## config.mk

```make
export PLATFORM = sky130hd
export DESIGN_NAME = hazard_control_unit
export DESIGN_NICKNAME = d
export VERILOG_FILES = /design/src/rtl/common_params.sv /design/src/rtl/hazard_control_unit.sv
export SDC_FILE = /design/constraint.sdc
export NUM_CORES = 1
export LEC_CHECK = 0
export ABC_AREA = 1
export CAP_MARGIN = 5
export CORE_UTILIZATION = 56
export CTS_CLUSTER_DIAMETER = 60
export DETAILED_ROUTE_END_ITERATION = 10
export PLACE_DENSITY = 0.95
export SYNTH_ARGS = -nofsm -noshare
export SYNTH_HDL_FRONTEND = slang
export SYNTH_SLANG_ARGS = --single-unit
```

## constraint.sdc

```tcl
create_clock -name clk -period 2.7 [get_ports clk]
set_input_delay 0.54 -clock clk [delete_from_list [all_inputs] [get_ports clk]]
set_output_delay 0.54 -clock clk [all_outputs]
set_load 0.03 [all_outputs]
```

## src/rtl/common_params.sv

```systemverilog
// Shared constants and types for the hazard/MMIO control path.
package common_params;

    localparam int WAIT_CNT_W = 8;

    typedef enum logic [0:0] {
        ST_IDLE = 1'b0,
        ST_WAIT = 1'b1
    } mmio_state_e;

endpackage

```

## src/rtl/hazard_control_unit.sv

```systemverilog
// Pipeline hazard detection, stall/flush generation, MMIO wait-state FSM and
// stalled-cycle performance counter.
module hazard_control_unit
    import common_params::*;
#(
    parameter int unsigned MMIO_TIMEOUT = 64
) (
    input  logic        clk,
    input  logic        rst,
    input  logic [4:0]  ID_RS1,
    input  logic [4:0]  ID_RS2,
    input  logic        ID_USES_RS1,
    input  logic        ID_USES_RS2,
    input  logic        ID_BRANCH,
    input  logic        ID_JUMPR,
    input  logic        ID_TAKEN,
    input  logic [4:0]  ID_EX_RD,
    input  logic        ID_EX_REG_WRITE,
    input  logic        ID_EX_MEM_READ,
    input  logic [4:0]  EX_MEM_RD,
    input  logic        EX_MEM_MEM_READ,
    input  logic        EX_MEM_MMIO,
    input  logic        MMIO_ACK,
    input  logic        PERF_CLR,
    output logic        PC_STALL,
    output logic        IF_ID_STALL,
    output logic        PIPE_FREEZE,
    output logic        IF_ID_FLUSH,
    output logic        ID_EX_FLUSH,
    output logic        MMIO_REQ,
    output logic        MMIO_ERR,
    output logic [31:0] STALL_CYCLES
);

    localparam logic [WAIT_CNT_W-1:0] CNT_LAST = WAIT_CNT_W'(MMIO_TIMEOUT - 1);

    mmio_state_e           state_q, state_d;
    logic [WAIT_CNT_W-1:0] cnt_q, cnt_d;
    logic                  err_q, err_d;
    logic [31:0]           stall_q, stall_d;

    logic freeze;
    logic req;
    logic hazard;
    logic load_use;
    logic branch_haz;

    // A register 0 destination never creates a dependency.
    function automatic logic src_match(input logic [4:0] r,
                                       input logic [4:0] rs1, input logic u1,
                                       input logic [4:0] rs2, input logic u2);
        return (r != 5'd0) && ((u1 && (r == rs1)) || (u2 && (r == rs2)));
    endfunction

    always_comb begin
        load_use   = ID_EX_MEM_READ &&
                     src_match(ID_EX_RD, ID_RS1, ID_USES_RS1, ID_RS2, ID_USES_RS2);
        branch_haz = (ID_BRANCH || ID_JUMPR) &&
                     ((ID_EX_REG_WRITE &&
                       src_match(ID_EX_RD, ID_RS1, ID_USES_RS1, ID_RS2, ID_USES_RS2)) ||
                      (EX_MEM_MEM_READ &&
                       src_match(EX_MEM_RD, ID_RS1, ID_USES_RS1, ID_RS2, ID_USES_RS2)));
        hazard     = load_use || branch_haz;
    end

    always_comb begin
        state_d = state_q;
        cnt_d   = cnt_q;
        err_d   = err_q;
        freeze  = 1'b0;
        req     = 1'b0;
        case (state_q)
            ST_IDLE: begin
                if (EX_MEM_MMIO) begin
                    req     = 1'b1;
                    freeze  = 1'b1;
                    state_d = ST_WAIT;
                    cnt_d   = '0;
                end
            end
            ST_WAIT: begin
                // Releasing lets the pipeline advance, so the access is not re-issued.
                if (MMIO_ACK) begin
                    state_d = ST_IDLE;
                end else if (cnt_q == CNT_LAST) begin
                    err_d   = 1'b1;
                    state_d = ST_IDLE;
                end else begin
                    freeze  = 1'b1;
                    cnt_d   = cnt_q + 1'b1;
                end
            end
            default: state_d = ST_IDLE;
        endcase
    end

    // Freeze dominates; a stalled redirect is dropped because its operands are stale.
    always_comb begin
        PC_STALL    = freeze || hazard;
        IF_ID_STALL = freeze || hazard;
        PIPE_FREEZE = freeze;
        ID_EX_FLUSH = hazard && !freeze;
        IF_ID_FLUSH = ID_TAKEN && !hazard && !freeze;
        MMIO_REQ    = req && !rst;
        MMIO_ERR    = err_q;
        STALL_CYCLES = stall_q;
    end

    always_comb begin
        stall_d = stall_q;
        if (PERF_CLR) begin
            stall_d = '0;
        end else if (PC_STALL) begin
            stall_d = stall_q + 32'd1;
        end
    end

    always_ff @(posedge clk) begin
        if (rst) begin
            state_q <= ST_IDLE;
            cnt_q   <= '0;
            err_q   <= 1'b0;
            stall_q <= '0;
        end else begin
            state_q <= state_d;
            cnt_q   <= cnt_d;
            err_q   <= err_d;
            stall_q <= stall_d;
        end
    end

endmodule
```

Word-level counts from Yosys, hierarchy flattened
Index checks and enable logic that the tools add are counted.
{"block": "totals", "input_bits": 33, "wordCells": 53, "rom_bits": 0, "mem_count": 0, "latchBits": 0, "output_inout_bits": 39, "ff_bits": 42, "ram_bits": 0}
{"block": "classes", "n_reduce_logical": 28, "n_eq_ne": 8, "mux": 9, "addsub": 2, "n_div": 0, "shifts": 0, "multipliers": 0, "order_cmp": 0, "bitwise_logic": 2}
{"operator": "$add A32 B1 Y32 const B", "count": 1}
{"operator": "$mux W8", "count": 3}
{"operator": "$eq A5 B5 Y1", "count": 4}
{"operator": "$pmux W8 S2", "count": 1}
{"operator": "$logic_and A1 B1 Y1", "count": 14}
{"operator": "$reduce_bool A5 Y1", "count": 2}
{"operator": "$add A8 B1 Y8 const B", "count": 1}
{"operator": "$eq A8 B6 Y1 const B", "count": 1}
{"operator": "$logic_or A1 B1 Y1", "count": 6}
{"operator": "$ne A2 B2 Y1 const B", "count": 3}
{"operator": "$reduce_and A3 Y1", "count": 2}
{"operator": "$mux W1", "count": 4}
{"operator": "$logic_not A1 Y1", "count": 3}
{"operator": "$not A1 Y1", "count": 2}
{"operator": "$pmux W1 S2", "count": 1}
{"operator": "$reduce_or A2 Y1", "count": 1}

Longest topological paths before layout
Gate-level depths: netlist (run 1).
{"block": "depth", "depth_word": 11, "ltp_mapped": 12, "depth_no_buf": 12}

Worst setup path after synthesis (run 1)
Ideal clock, no wire load.
{"block": "synth_timing", "path_kind": "input-to-output", "startpoint": "input ID_JUMPR", "endpoint": "output IF_ID_FLUSH", "path_buffers": 1, "arrival_ns": 1.833, "setup_slack_ns": 0.327, "required_time_ns": 2.160, "path_stages": 7, "cell_sequence": "or2_1 -> a21oi_1 -> a21oi_1 -> nand2_1 -> nand3_4 -> buf_6 -> nor2_1"}
{"block": "synth_between", "elab_chain_cells": 6}
{"element": "start: declaration", "line": "hazard_control_unit.sv:15", "text": "input logic ID_JUMPR,"}
{"element": "$logic_or A1 B1 Y1", "line": "hazard_control_unit.sv:58", "text": "branch_haz = (ID_BRANCH || ID_JUMPR) &&"}
{"element": "$logic_and A1 B1 Y1", "line": "hazard_control_unit.sv:58"}
{"element": "$logic_or A1 B1 Y1", "line": "hazard_control_unit.sv:63", "text": "hazard = load_use || branch_haz;"}
{"element": "$logic_not A1 Y1", "line": "hazard_control_unit.sv:103", "text": "IF_ID_FLUSH = ID_TAKEN && !hazard && !freeze;"}
{"element": "$logic_and A1 B1 Y1 (2 in a row)", "line": "hazard_control_unit.sv:103"}
{"element": "end: declaration", "line": "hazard_control_unit.sv:28", "text": "output logic IF_ID_FLUSH,"}
Every way passes these cells.

Final worst setup path (run 1)
{"block": "layout_timing", "startpoint": "input ID_RS2[2]", "endpoint": "output IF_ID_FLUSH"}
{"block": "layout_between", "elab_chain_cells": 11, "word_cells_on_any_way": 17, "cone_classes": "eq/ne (2); reduce/logical (15)"}
{"element": "start: declaration", "line": "hazard_control_unit.sv:11", "text": "input logic [4:0] ID_RS2,"}
{"element": "$eq A5 B5 Y1", "line": "hazard_control_unit.sv:52", "text": "return (r != 5'd0) && ((u1 && (r == rs1)) || (u2 && (r == rs2)));"}
{"element": "$logic_and A1 B1 Y1", "line": "hazard_control_unit.sv:52"}
{"element": "$logic_or A1 B1 Y1", "line": "hazard_control_unit.sv:52"}
{"element": "$logic_and A1 B1 Y1", "line": "hazard_control_unit.sv:52"}
{"element": "$logic_and A1 B1 Y1 (on tied branches)", "line": "hazard_control_unit.sv:59, hazard_control_unit.sv:61"}
{"element": "$logic_or A1 B1 Y1", "line": "hazard_control_unit.sv:60", "text": "src_match(ID_EX_RD, ID_RS1, ID_USES_RS1, ID_RS2, ID_USES_RS2)) ||"}
{"element": "$logic_and A1 B1 Y1", "line": "hazard_control_unit.sv:58"}
{"element": "$logic_or A1 B1 Y1 *", "line": "hazard_control_unit.sv:63"}
{"element": "$logic_not A1 Y1 *", "line": "hazard_control_unit.sv:103"}
{"element": "$logic_and A1 B1 Y1 * (2 in a row)", "line": "hazard_control_unit.sv:103"}
Mark *: on every way between the ends. The rest lies on a longest branch, timed or not.

==> results of run 1 <==
[sequential cells by signal, summed over array words and instances, names as in the netlist]
register      cells
STALL_CYCLES     32
cnt_q             8
state_q           1
MMIO_ERR          1
[cells by family after synthesis]
logic type	count (synthesis)	share of synthesized area (%)
xor+xnor	17	4.41
fa+ha+maj	2	0.741
flops	42	24.9
buf+inv	141	17.5
compound gates	16	2.44
simple gates	400	50.0
[per-layer routing]
| metal | global-route usage, % | vias to the layer above |
|---|---|---|
| li1 | - | 1998 |
| met1 | 41.8 | 1796 |
| met2 | 57.6 | 188 |
| met3 | 5.94 | 12 |
| met4 | 8.18 | 0 |
| met5 | 0 | - |
[critical path, cell delays in order]
cell and delay [ns]:
clkdlybuf4s50_1 0.53, inv_1 0.08, nand2_1 0.06, nand2_1 0.05, nor2_1 0.15, nand3_1 0.10, nand2_1 0.08, nand2_2 0.11
nand3_4 0.15, nor2_1 0.05, buf_4 0.16
[metrics by stage]
stage / hold slack [ns] / cell area (um^2) / setup WS, ns / setup TNS (ns)
finish: 0.464 / 4240 / 0.109 / 0
global route: 0.485 / 4240 / 0.0000515 / 0
CTS: 0.468 / 4230 / 0.0159 / 0
detailed placement: 0.457 / 4130 / -0.0171 / -0.0171
global placement: 0.444 / 4130 / -0.00603 / -0.00603
floorplan: 0.433 / 3380 / 0.327 / 0
[area by class of cell]
| class | instances | area [um^2] |
|---|---|---|
| flip-flops and latches | 42 | 841 |
| multi-input cells | 435 | 1960 |
| well taps | 72 | 90.1 |
| inverters | 123 | 467 |
| repair buffers | 82 | 783 |
| clock inverters | 2 | 12.5 |
| fillers | 495 | 1440 |
| clock buffers | 6 | 82.6 |
[placed cells by master, fill, tap and decap left out, types with 3 or more instances in the layout]
| cell type | count |
|---|---|
| nand2_2 | 3 |
| nor3_1 | 20 |
| o21ai_0 | 3 |
| inv_1 | 120 |
| buf_4 | 15 |
| nand3_1 | 24 |
| xor2_1 | 16 |
| nand2_1 | 215 |
| a21oi_1 | 9 |
| clkdlybuf4s50_1 | 67 |
| nand4_1 | 35 |
| nor2_2 | 5 |
| dfxtp_1 | 42 |
| nor2_1 | 93 |
| clkbuf_8 | 6 |
[where the power goes]
part	total [mW]	internal, mW	switching (mW)
clock	0.442	0.206	0.236
sequential	0.679	0.647	0.0326
combinational	0.494	0.200	0.294
[final timing paths]
check                                from           to  cells past startpoint  slack [ns]
worst max register to register   cnt_q[1]     cnt_q[4]                     13        0.67
worst max-delay path            ID_RS2[2]  IF_ID_FLUSH                     11        0.11
worst min register to register   cnt_q[4]     cnt_q[4]                      2        0.46
worst min-delay path             cnt_q[4]     cnt_q[4]                      2        0.46
[what timing repair did]
action	4_1_cts	5_1_grt
pin swaps	0	1
setup endpoints to repair	1	4
gates resized for setup	1	5
==> results_dict.tcl, run 1 <==
set metrics [dict create \
    status "finished, final reports clean" \
    grt_pass1_vias 3785 \
    cts_buffers 5 \
    via_count 3994 \
    tightest_slew_ns 0.451 \
    synth_cells 618 \
    async_reset_ff_share_pct 0 \
    cts_root_buf "clkbuf_8" \
    hp-class "reg -> reg" \
    wl_met2_um 4670 \
    worstPathMaxFanout 6 \
    dieWidth_um 79.7 \
    crit_path_start_kind "input pin" \
    tritoncts "done" \
    power_density_nw_per_um2 381 \
    die_h_um 79.7 \
    path_class "in -> out" \
    dr_wl_met3_um 811 \
    wl_um 9930 \
    place.detailed.hpwl_um 7620 \
    fin_util_pct 74.6 \
    ir_worst_vdd_uv 251 \
    core_um2 5680 \
    antenna_found_initial 0 \
    grt_usage_pct 33.1 \
    htree_levels 2 \
    drt-met1-wl_um 4370 \
    globalRoute.totalOverflow 0 \
    cts_setup_buffers 0 \
    synth_top_area_share_pct 24.9 \
    grt_first_pass_wirelength_um 16500 \
    syn_area_um2 3380 \
    synth_area_per_cell_um2 5.47 \
    timing.slew.headroom_pct 69.8 \
    synth_fp_nets 653 \
    firstDrtPassIters 5 \
    yosys.area.top_type "dfxtp_1" \
    drt-initial-drc-count 294 \
    cts.reportedPaths.clkPinSlew_ns 0.08 \
    ant_nets 0 \
    ys_seq_area_share_pct 24.9 \
    layoutNonFillerInstCount 762 \
    ys_types 27 \
    highest_layer "met4" \
    layout.nets 724 \
    drive_above_1_share_pct 5.65 \
    period_needed_ns 2.59 \
    ios 72 \
    required_ns 2.16 \
    viasPerCell 5.24 \
    power_mw 1.62 \
    worst_skew_pair.late_latency_ns 0.30 \
    setup-violations-final 0 \
    hold_viol 0 \
    clock_path_buffers 2 \
    slew_violations 0 \
    skew_ns 0.00787 \
    rows 27 \
    synth_commonest_cells "217 x nand2_1, 120 x inv_1, 95 x nor2_1" \
    areaGrowthSynthToFinish_pct 25.4 \
    period_share_pct 96.0 \
    rsz0062_at_grt "no" \
    diodes 0 \
    synth.area.top_cells "dfxtp_1 25%, nand2_1 24%, inv_1 13%" \
    p_leak_nw 1.97 \
    wl_per_cell_um 13.0 \
    ys_ff_latch 42 \
    timing.fmax_mhz 386 \
    route.detailed.drc 0 \
    end_kind "primary output" \
    cts.sinks 42 \
    grt_max_degree 38 \
    synth_edf_count 0 \
    cap_violations 0 \
    synthFlopType "dfxtp_1" \
    die_area_um2 6350 \
    yosysMostFrequentCell "nand2_1" \
    initial_core_util_pct 59.5 \
    portBuffers 71 \
    ys_warn_count 0 \
    gp_congestion 0.904 \
    critical_path_arrival_ns 2.05 \
    place_inst 754 \
    cts-hold-fix-buffers 0 \
]
Note: power is estimated with default switching activity, not from simulation.
==> inputs of run 2 (changes only) <==
GPL_TIMING_DRIVEN = 0   (was default)
==> results_dict.tcl, run 2 (synthesis results as in run 1) <==
set metrics [dict create \
    status "finished, final reports clean" \
    worst_skew_pair.late_latency_ns 0.31 \
    grt_pass1_vias 3811 \
    combPwrFrac_pct 30.5 \
    place.detailed.hpwl_um 8110 \
    final_cell_mix "213 x nand2_1, 116 x inv_1, 90 x nor2_1" \
    hp-class "reg -> reg" \
    gp_congestion 0.965 \
    cp_num_cells 11 \
    slew_violations 0 \
    skew_ns 0.00977 \
    diodes 0 \
    rows 27 \
    slowest_delay_ns 0.50 \
    wl_um 10800 \
    grt_max_degree 14 \
    layout.nets 737 \
    cts_root_buf "clkbuf_8" \
    cp_num_buf_inv 4 \
    route.detailed.drc 0 \
    timing.slew.headroom_pct 64.7 \
    p_leak_nw 2.14 \
    period_needed_ns 2.63 \
    path_cells "clkdlybuf4s50_1 -> inv_1 -> nand2_1 -> nand2_1 -> nor2_2 -> nand3_1 -> nand2_2 -> nand2_4 -> buf_6 -> a21oi_1 -> buf_4" \
    htree_levels 2 \
    p_sw_share_pct 33.9 \
    tritoncts "done" \
    worstPathMaxFanout 6 \
    ir_worst_vdd_uv 358 \
    firstDrtPassIters 5 \
    setup_ws_ns 0.0707 \
    cts.sinks 42 \
    globalRoute.totalOverflow 0 \
    setup_tns_ns 0 \
    drive_above_1_share_pct 8.25 \
    crit_path_start_kind "input pin" \
    power_frac_seq_pct 39.6 \
    largest_reg_flops 32 \
    areaGrowthSynthToFinish_pct 30.2 \
    period_share_pct 97.4 \
    ff2ff_path_depth 9 \
    grt_first_pass_wirelength_um 17000 \
    ios 72 \
    viasPerCell 5.34 \
    required_ns 2.16 \
    power_density_nw_per_um2 391 \
    tightest_slew_ns 0.529 \
    critical_path_arrival_ns 2.09 \
    path_class "in -> out" \
    whs_path_depth 2 \
    core_um2 5680 \
    post-place-ws_ns -0.750 \
    cts_buffers 5 \
    cts-hold-fix-buffers 0 \
    clock_path_buffers 2 \
    dieWidth_um 79.7 \
    slowest_stage "clkdlybuf4s50_1" \
    power_mw 1.72 \
    die_h_um 79.7 \
    die_area_um2 6350 \
    grt_usage_pct 34.7 \
    portBuffers 70 \
    layout_commonest_cell "nand2_1" \
    p_int_mw 1.14 \
    via_count 4136 \
    p_sw_mw 0.583 \
    critical_path.top_delay_family "buffers and inverters" \
    cap_violations 0 \
    antenna_found_initial 0 \
    setup-violations-final 0 \
    cts.reportedPaths.clkPinSlew_ns 0.08 \
    end_kind "primary output" \
    path_common_cell "nand2_1" \
    p_clk_share_pct 29.9 \
    ant_nets 0 \
    hold_slack_ns 0.461 \
    wl_per_cell_um 13.9 \
    initial_core_util_pct 59.5 \
    timing.fmax_mhz 380 \
    drt-initial-drc-count 374 \
    hold_viol 0 \
]
run 2: cell type report:
type / count / area [um^2]
inverter: 123 / 467
multi-input combinational: 435 / 1990
buffer: 17 / 129
sequential: 42 / 841
fill: 466 / 1280
timing repair buffer: 78 / 773
tap: 72 / 90.1
clock buffer: 6 / 72.6
clock inverter: 2 / 37.5
run 2: path summary, 6_finish.rpt:
path | startpoint | to | slack, ns
max reg2reg | STALL_CYCLES[0] | STALL_CYCLES[16] | 0.57
min | cnt_q[4] | cnt_q[4] | 0.46
max | ID_RS1[4] | ID_EX_FLUSH | 0.07
min reg2reg | cnt_q[4] | cnt_q[4] | 0.46
run 2: power by group through the flow:
stage | logic, mW | clock network (mW) | registers (mW)
2_1_floorplan | 0.275 | 0 | 0.736
3_3_place_gp | 0.488 | 0 | 0.693
4_1_cts | 0.507 | 0.516 | 0.680
6_report | 0.524 | 0.514 | 0.682
3_5_place_dp | 0.501 | 0 | 0.694
5_1_grt | 0.576 | 0.548 | 0.685
run 2: timing repair:
item / 4_1_cts / 5_1_grt
buffers inserted: 1 / 7
pin swaps: 1 / 7
resized for setup: 33 / 26
endpoints found under the setup margin: 4 / 4
run 2: worst register-to-register path, stage by stage (launching register included):
cell	delay, ns
dfxtp_1	0.52
ha_1	0.36
nand3_1	0.31
inv_1	0.20
nand2_1	0.14
nor2_1	0.19
xor2_1	0.15
nand2_1	0.07
inv_1	0.06
nor2_1	0.04
run 2: stage by stage:
| step | instances | instance area (um^2) | utilization, % |
|---|---|---|---|
| 2_1_floorplan | 618 | 3380 | - |
| 3_3_place_gp | 760 | 4170 | 73.5 |
| 3_5_place_dp | 760 | 4170 | 73.5 |
| 4_1_cts | 769 | 4300 | 75.7 |
| 5_1_grt | 775 | 4400 | 77.5 |
| 6_report | 775 | 4400 | 77.5 |
run 2: layer usage:
| metal | GRT usage [%] | vias up | wire length, um |
|---|---|---|---|
| met3 | 4.80 | 19 | 874 |
| met2 | 57.4 | 196 | 5030 |
| li1 | - | 2031 | - |
| met4 | 12.0 | 0 | 199 |
| met1 | 45.9 | 1890 | 4680 |
| met5 | 0 | - | 0 |
